$ cat src/rtl/board_upload_pkg.sv
// Shared types and constants for the Avalon-MM board/palette uploader.
package board_upload_pkg;

    typedef enum logic [2:0] {
        IDLE,
        VSYNC,
        PAL,
        FETCH,
        CAPTURE,
        WRITE,
        DONE
    } state_t;

    localparam int unsigned DEF_NUM_CELLS = 200;
    localparam int unsigned DEF_PAL_BASE  = 201;
    localparam int unsigned DEF_NUM_PAL   = 16;

    localparam int unsigned PAL_W      = 12;
    localparam int unsigned ADDR_W     = 12;
    localparam int unsigned DATA_W     = 32;
    localparam int unsigned CELL_IDX_W = 8;
    localparam int unsigned PAL_IDX_W  = 4;

    localparam logic [3:0] BYTE_EN_ALL = 4'b1111;

endpackage

$ cat src/rtl/vs_edge_detect.sv
// Registered falling-edge detector for the active-low VGA vertical sync.
module vs_edge_detect (
    input  logic clk,
    input  logic reset,
    input  logic vs,
    output logic fall
);

    logic vs_prev;

    // vs_prev resets low so a sync already low at reset is not taken as an edge
    always_ff @(posedge clk) begin
        if (reset) begin
            vs_prev <= 1'b0;
            fall    <= 1'b0;
        end else begin
            vs_prev <= vs;
            fall    <= vs_prev & ~vs;
        end
    end

endmodule

$ cat src/rtl/avl_board_uploader.sv
// Avalon-MM master copying an optional palette and the board cells into the
// display slave, one word write per entry, optionally aligned to vertical blank.
module avl_board_uploader
    import board_upload_pkg::*;
#(
    parameter int unsigned NUM_CELLS   = DEF_NUM_CELLS,
    parameter int unsigned PAL_BASE    = DEF_PAL_BASE,
    parameter int unsigned NUM_PAL     = DEF_NUM_PAL,
    parameter bit          WAIT_VBLANK = 1'b1
) (
    input  logic                     CLK,
    input  logic                     RESET,
    input  logic                     start,
    input  logic                     pal_en,
    input  logic [NUM_PAL*PAL_W-1:0] pal_in,
    input  logic                     vs,
    output logic [CELL_IDX_W-1:0]    src_addr,
    input  logic [3:0]               src_data,
    output logic [ADDR_W-1:0]        avm_address,
    output logic                     avm_write,
    output logic [DATA_W-1:0]        avm_writedata,
    output logic [3:0]               avm_byteenable,
    input  logic                     avm_waitrequest,
    output logic                     busy,
    output logic                     done
);

    localparam logic [CELL_IDX_W-1:0] LAST_CELL = CELL_IDX_W'(NUM_CELLS - 1);
    localparam logic [PAL_IDX_W-1:0]  LAST_PAL  = PAL_IDX_W'(NUM_PAL - 1);

    state_t                 state_q, state_d;
    logic                   pal_en_q, pal_en_d;
    logic                   pending_q, pending_d;
    logic [PAL_IDX_W-1:0]   pal_idx_q, pal_idx_d;
    logic [CELL_IDX_W-1:0]  cell_idx_q, cell_idx_d;
    logic [CELL_IDX_W-1:0]  src_addr_d;
    logic [ADDR_W-1:0]      address_d;
    logic                   write_d;
    logic [DATA_W-1:0]      wdata_d;
    logic [3:0]             be_d;
    logic                   busy_d, done_d;
    logic                   vs_fall;
    logic                   begin_pass, launch, launch_pal, load_pal, go_fetch;
    logic [PAL_W-1:0]       pal_tab [NUM_PAL];

    vs_edge_detect u_vs_edge (
        .clk   (CLK),
        .reset (RESET),
        .vs    (vs),
        .fall  (vs_fall)
    );

    for (genvar g = 0; g < NUM_PAL; g++) begin : g_pal
        assign pal_tab[g] = pal_in[g*PAL_W +: PAL_W];
    end

    // Next state and next registered outputs; outputs hold unless a step changes them
    always_comb begin
        state_d    = state_q;
        pal_en_d   = pal_en_q;
        pending_d  = pending_q;
        pal_idx_d  = pal_idx_q;
        cell_idx_d = cell_idx_q;
        src_addr_d = src_addr;
        address_d  = avm_address;
        write_d    = avm_write;
        wdata_d    = avm_writedata;
        busy_d     = busy;
        done_d     = 1'b0;
        begin_pass = 1'b0;
        launch     = 1'b0;
        launch_pal = pal_en_q;
        load_pal   = 1'b0;
        go_fetch   = 1'b0;

        case (state_q)
            IDLE: begin
                if (start) begin
                    pal_en_d   = pal_en;
                    busy_d     = 1'b1;
                    begin_pass = 1'b1;
                end
            end
            VSYNC: begin
                if (vs_fall) begin
                    launch = 1'b1;
                end
            end
            PAL: begin
                if (!avm_waitrequest) begin
                    if (pal_idx_q == LAST_PAL) begin
                        go_fetch = 1'b1;
                    end else begin
                        pal_idx_d = pal_idx_q + 1'b1;
                        load_pal  = 1'b1;
                    end
                end
            end
            FETCH: begin
                state_d = CAPTURE;
            end
            CAPTURE: begin
                wdata_d   = DATA_W'(src_data);
                address_d = ADDR_W'(cell_idx_q);
                write_d   = 1'b1;
                state_d   = WRITE;
            end
            WRITE: begin
                if (!avm_waitrequest) begin
                    write_d = 1'b0;
                    if (cell_idx_q == LAST_CELL) begin
                        state_d = DONE;
                        done_d  = 1'b1;
                    end else begin
                        cell_idx_d = cell_idx_q + 1'b1;
                        go_fetch   = 1'b1;
                    end
                end
            end
            DONE: begin
                // a start landing on DONE chains straight into the next pass
                if (pending_q || start) begin
                    pending_d  = 1'b0;
                    begin_pass = 1'b1;
                    if (start) begin
                        pal_en_d = pal_en;
                    end
                end else begin
                    busy_d  = 1'b0;
                    state_d = IDLE;
                end
            end
            default: state_d = IDLE;
        endcase

        if (start && state_q != IDLE && state_q != DONE) begin
            pending_d = 1'b1;
            pal_en_d  = pal_en;
        end

        if (begin_pass) begin
            pal_idx_d  = '0;
            cell_idx_d = '0;
            launch_pal = pal_en_d;
            if (WAIT_VBLANK) begin
                state_d = VSYNC;
                write_d = 1'b0;
            end else begin
                launch = 1'b1;
            end
        end

        if (launch) begin
            if (launch_pal) begin
                load_pal = 1'b1;
            end else begin
                go_fetch = 1'b1;
            end
        end

        if (load_pal) begin
            state_d   = PAL;
            write_d   = 1'b1;
            address_d = ADDR_W'(PAL_BASE) + ADDR_W'(pal_idx_d);
            wdata_d   = DATA_W'(pal_tab[pal_idx_d]);
        end

        if (go_fetch) begin
            state_d    = FETCH;
            write_d    = 1'b0;
            src_addr_d = cell_idx_d;
        end

        be_d = write_d ? BYTE_EN_ALL : 4'b0000;
    end

    always_ff @(posedge CLK) begin
        if (RESET) begin
            state_q        <= IDLE;
            pal_en_q       <= 1'b0;
            pending_q      <= 1'b0;
            pal_idx_q      <= '0;
            cell_idx_q     <= '0;
            src_addr       <= '0;
            avm_address    <= '0;
            avm_write      <= 1'b0;
            avm_writedata  <= '0;
            avm_byteenable <= '0;
            busy           <= 1'b0;
            done           <= 1'b0;
        end else begin
            state_q        <= state_d;
            pal_en_q       <= pal_en_d;
            pending_q      <= pending_d;
            pal_idx_q      <= pal_idx_d;
            cell_idx_q     <= cell_idx_d;
            src_addr       <= src_addr_d;
            avm_address    <= address_d;
            avm_write      <= write_d;
            avm_writedata  <= wdata_d;
            avm_byteenable <= be_d;
            busy           <= busy_d;
            done           <= done_d;
        end
    end

endmodule

$ cat config.mk
export PLATFORM = sky130hd
export DESIGN_NAME = avl_board_uploader
export DESIGN_NICKNAME = d
export VERILOG_FILES = /design/src/rtl/board_upload_pkg.sv /design/src/rtl/vs_edge_detect.sv /design/src/rtl/avl_board_uploader.sv
export SDC_FILE = /design/constraint.sdc
export NUM_CORES = 1
export LEC_CHECK = 0
export BUFFER_PORTS_ARGS = -buffer_cell sky130_fd_sc_hd__buf_2
export CAP_MARGIN = 20
export CORE_MARGIN = 1.5
export CORE_UTILIZATION = 45
export CTS_CLUSTER_DIAMETER = 50
export DETAILED_ROUTE_END_ITERATION = 16
export HOLD_SLACK_MARGIN = 0.15
export PLACE_DENSITY = 0.87
export SYNTH_ARGS = -nofsm -noshare
export SYNTH_HDL_FRONTEND = slang
export SYNTH_HIERARCHICAL = 1
export SYNTH_SLANG_ARGS = --single-unit
$ cat constraint.sdc
create_clock -name CLK -period 2.85 [get_ports CLK]
set_input_delay 0.285 -clock CLK [delete_from_list [all_inputs] [get_ports CLK]]
set_output_delay 0.285 -clock CLK [all_outputs]
set_load 0.05 [all_outputs]
==> impl_summary.txt <==
----------------------------------------------------
[Status]
  Result of the run ... finished, final reports clean

[Final layout]
  Layout Area Growth over Synthesis ... 30.8%
  Filler Cell Count ... around 960
  Highest-count cells in the layout ignoring fill and taps ... 236 x buf_2, 81 x nand2_1, 50 x dfxtp_1, 37 x buf_4, 36 x a211oi_1
  Number of diodes ... 0
  Number of nets in the final layout ... 1,040
  Layout cells sized above 1 ... a little under two fifths
  Most frequent standard cell in the layout excluding fill and tap cells ... buf_2
  Final core utilization ... 61.2%

[Synth]
  Count of mapped cells out of synthesis ... around 620
  Async set-reset flop share out of synthesis ... 0%
  Area of the mapped netlist ... 4600 um2
  Count of flip-flops with a built-in enable after synthesis ... 0
  Number of synthesized register bits ... 50
  Synth Area per Inst ... around 7.5 um2
  Warning count from the yosys run ... 6
  Cell variety after synth ... 70
  Share of the synthesized area in the top cell type ... 21.8%
  Cell types occupying the most area after synthesis ... dfxtp_1 22%, nand2_1 6.6%, a211oi_1 5.9%, buf_4 4.9%, o31a_1 4.2%
  Most used flip-flop cell after synthesis ... dfxtp_1
  Cell type with the largest total area after synthesis ... dfxtp_1
  Sequential-to-total area share from yosys stat ... 21.8%

[Power]
  Standby leakage power ... about 2.8 nW
  Worst vdd ir ... 0.000335 V
  Power dissipated by switching net loads ... 0.00136 W
  Areal power density over the cells ... approximately 480 nW/um2
  Sequential cell fraction of total power ... between 20% and 30%
  Total internal power ... 0.00150 W
  Part of the power in combinational logic ... a little over half
  Switching portion of total power ... 47.5%
  Part of the power in the clock network ... roughly 17%

[Worst setup path]
  Register-to-Register Setup Slack ... 170 ps
  Data required time of the critical path ... 3110 ps
  Capture instance of the worst register-to-register path ... avm_writedata[11]
  Biggest cell delay along the critical path ... between 500 and 600 ps
  Critical path's slowest cell ... or4_1
  Family with the most delay on the worst path ... simple AND/OR/NAND/NOR gates
  Worst EP arrival ... a little under 3000 ps
  Worst setup SP type ... register
  Crit path kind ... register to register
  Crit path top cell by count ... buf_4
  Highest net fanout along the worst path ... 17
  Buf/Inv on CP ... 2
  Count of cells along the worst register-to-register path ... 8
  Worst-path cell chain ... buf_4 > nor4b_4 > buf_4 > a22o_1 > nand4b_1 > or2_1 > or4_1 > nand4_1
  CP Capture Type ... register
  Worst flop-to-flop path startpoint ... state_q[0]

[Floorplanning]
  Core Area ... 9820 um2
  Total die area ... 10,800 um2
  Row count ... 36
  Number of I/O pins ... between 200 and 300
  Vertical extent of the die ... approximately 100 um
  Width of the chip ... between 100 and 150 um
  Initial cell density of the core ... a little under half

[Clocking]
  Clock latency reported for the late side of the worst-skew pair ... between 300 and 400 ps
  Clock slew at reported path FFs ... ~110 ps
  Number of gates resized after CTS ... 0
  Setup Buffers After CTS ... 0
  Buffer cell driving the clock tree root ... clkbuf_8
  TritonCTS clock tree ... yes
  Maximum count of clock buffers along a single path ... 2
  Number of levels in the clock H-tree ... 2
  Total clock buffers created by CTS ... 5
  Clock net sink count ... 50

[GRT]
  Largest net degree at the start of global routing ... 54
  Total GRT Usage ... between 30% and 40%
  Wire length of the first global-routing pass ... 27,900 um
  Initial antenna violation count ... 0
  Number of global-route vias before repair ... about 5,600
  Global-route congestion overflow total ... 0

[Timing]
  Final cycle utilization of the critical path ... a little over nine tenths
  Setup-failing EPs final ... 0
  Worst max-slew margin expressed relative to the limit ... between 60% and 70%
  Maximum operating frequency ... around 0.37 GHz
  Count of final hold-check violations ... 0
  Final count of pins violating max slew ... 0
  Worst Skew ... about 8.4 ps
  Measured slew at the worst slew-check pin ... a little under 600 ps
  Aggregate negative setup slack ... 0 ps
  Fin crit period ... roughly 2700 ps
  Setup repair after global routing missed its margin ... no

[Drt]
  Detailed-route wire length ... between 15,000 and 20,000 um
  Post-detailed-route count of antenna-violating nets ... 0
  Vias per cell ... just over 6
  First-pass iteration count of the detailed router ... 7
  DRC errors left ... 0
  Number of violations reported at the end of detailed-routing iteration 0 ... a little over 700
  Routed length per placed instance ... 18.6 um
  Total number of vias ... 5,965

[Placement]
  Final weighted congestion in routability-driven placement ... between 0.9 and 1
  HPWL Detailed ... between 10,000 and 15,000 um
  Total of buffers placed on input and output ports ... approximately 240

[Min path]
  Hold path depth ... 2
  Worst min-delay path endpoint ... pal_idx_q[0]
  Class of the tightest hold or removal check ... input port to register
  Min-Delay Startpoint ... RESET

[Run]
  Max-cap violations ... 0

----------------------------------------------------
[cell families after synthesis]
kind of cell    Yosys count  share of synthesized area, %
simple gates            225                          26.7
compound gates          220                          36.7
buf+inv                 107                          11.9
flops                    50                          21.8
mux                       6                          1.31
xor+xnor                  4                         0.762
fa+ha+maj                 3                         0.817
other cells               1                        0.0816
[synth_stat cells, types with 3 or more instances]
cell       instances
a2111oi_0          3
a211o_1            6
a211oi_1          36
a21o_1             5
a21oi_1           22
a221oi_1          12
a311o_1           16
a311oi_1           8
a31o_2             8
a31oi_1           15
a32oi_1            3
and2_1            20
and3_1            12
and4b_1            3
buf_2             13
buf_4             30
clkbuf_1          42
dfxtp_1           50
ha_1               3
inv_1             17
mux2i_1            6
nand2_1           81
nand2b_1           6
nand3_1           19
nand4_1           14
nand4b_1           5
nor2_1            23
nor2b_1            3
nor3_1             9
nor4_1             4
o211ai_1          11
o21ai_0           20
o221ai_1           9
o22a_1             8
o31a_1            22
o31ai_1            3
or3_1              3
xnor2_1            4
[stage by stage]
stage	setup WS [ps]	area (um2)	std cells	hold slack [ps]	total power, W
6_report	171	6010	969	250	0.00286
5_1_grt	8.35	6010	969	229	0.00300
4_1_cts	204	6010	969	227	0.00284
3_5_place_dp	179	5910	960	466	0.00237
3_3_place_gp	198	5910	960	460	0.00236
2_1_floorplan	387	4680	639	354	0.00192
[worst max-delay path by stage]
stage,start,endpoint,slack (ps),cells after the start
after global placement,avm_waitrequest,avm_writedata[8],200,7
after global routing,state_q[0],avm_writedata[2],8,10
after CTS,state_q[0],avm_writedata[3],200,10
final,state_q[0],avm_writedata[11],170,8
after floorplan,avm_waitrequest,avm_writedata[8],390,8
after detailed placement,avm_waitrequest,avm_writedata[8],180,7
[registers in the layout, summed over array words and instances, names as in the netlist]
register,flops
avm_writedata,12
avm_address,8
cell_idx_q,8
src_addr,8
pal_idx_q,4
state_q,3
avm_byteenable,1
busy,1
done,1
pal_en_q,1
pending_q,1
u_vs_edge/fall,1
u_vs_edge/vs_prev,1
[power groups by stage]
| stage | logic [W] | clock network [W] | registers (W) |
|---|---|---|---|
| 2_1_floorplan | 0.000882 | 0 | 0.00104 |
| 3_3_place_gp | 0.00150 | 0 | 0.000856 |
| 6_report | 0.00154 | 0.000471 | 0.000846 |
| 3_5_place_dp | 0.00151 | 0 | 0.000857 |
| 4_1_cts | 0.00152 | 0.000475 | 0.000844 |
| 5_1_grt | 0.00164 | 0.000506 | 0.000855 |
[area by class of cell]
type	instances	area [um2]	area share [%]
clock inverters	3	28.8	0.479
inverters	19	71.3	1.19
well taps	133	166	2.77
flip-flops and latches	50	1000	16.6
multi-input cells	482	3150	52.4
repair buffers	277	1530	25.4
clock buffers	5	68.8	1.14
[metal layers]
layer,global-route usage (%),part of all wire [%]
met1,41.2,40
met2,50.7,46
met3,6.89,11
met5,0,0
met4,11.4,3.0
[what timing repair did]
| action | CTS | global route |
|---|---|---|
| hold endpoints to repair | 1 | 0 |
| endpoints found under the setup margin | 0 | 0 |
| hold buffers | 1 | 0 |
No activity file was read; power rests on OpenSTA's default activity.
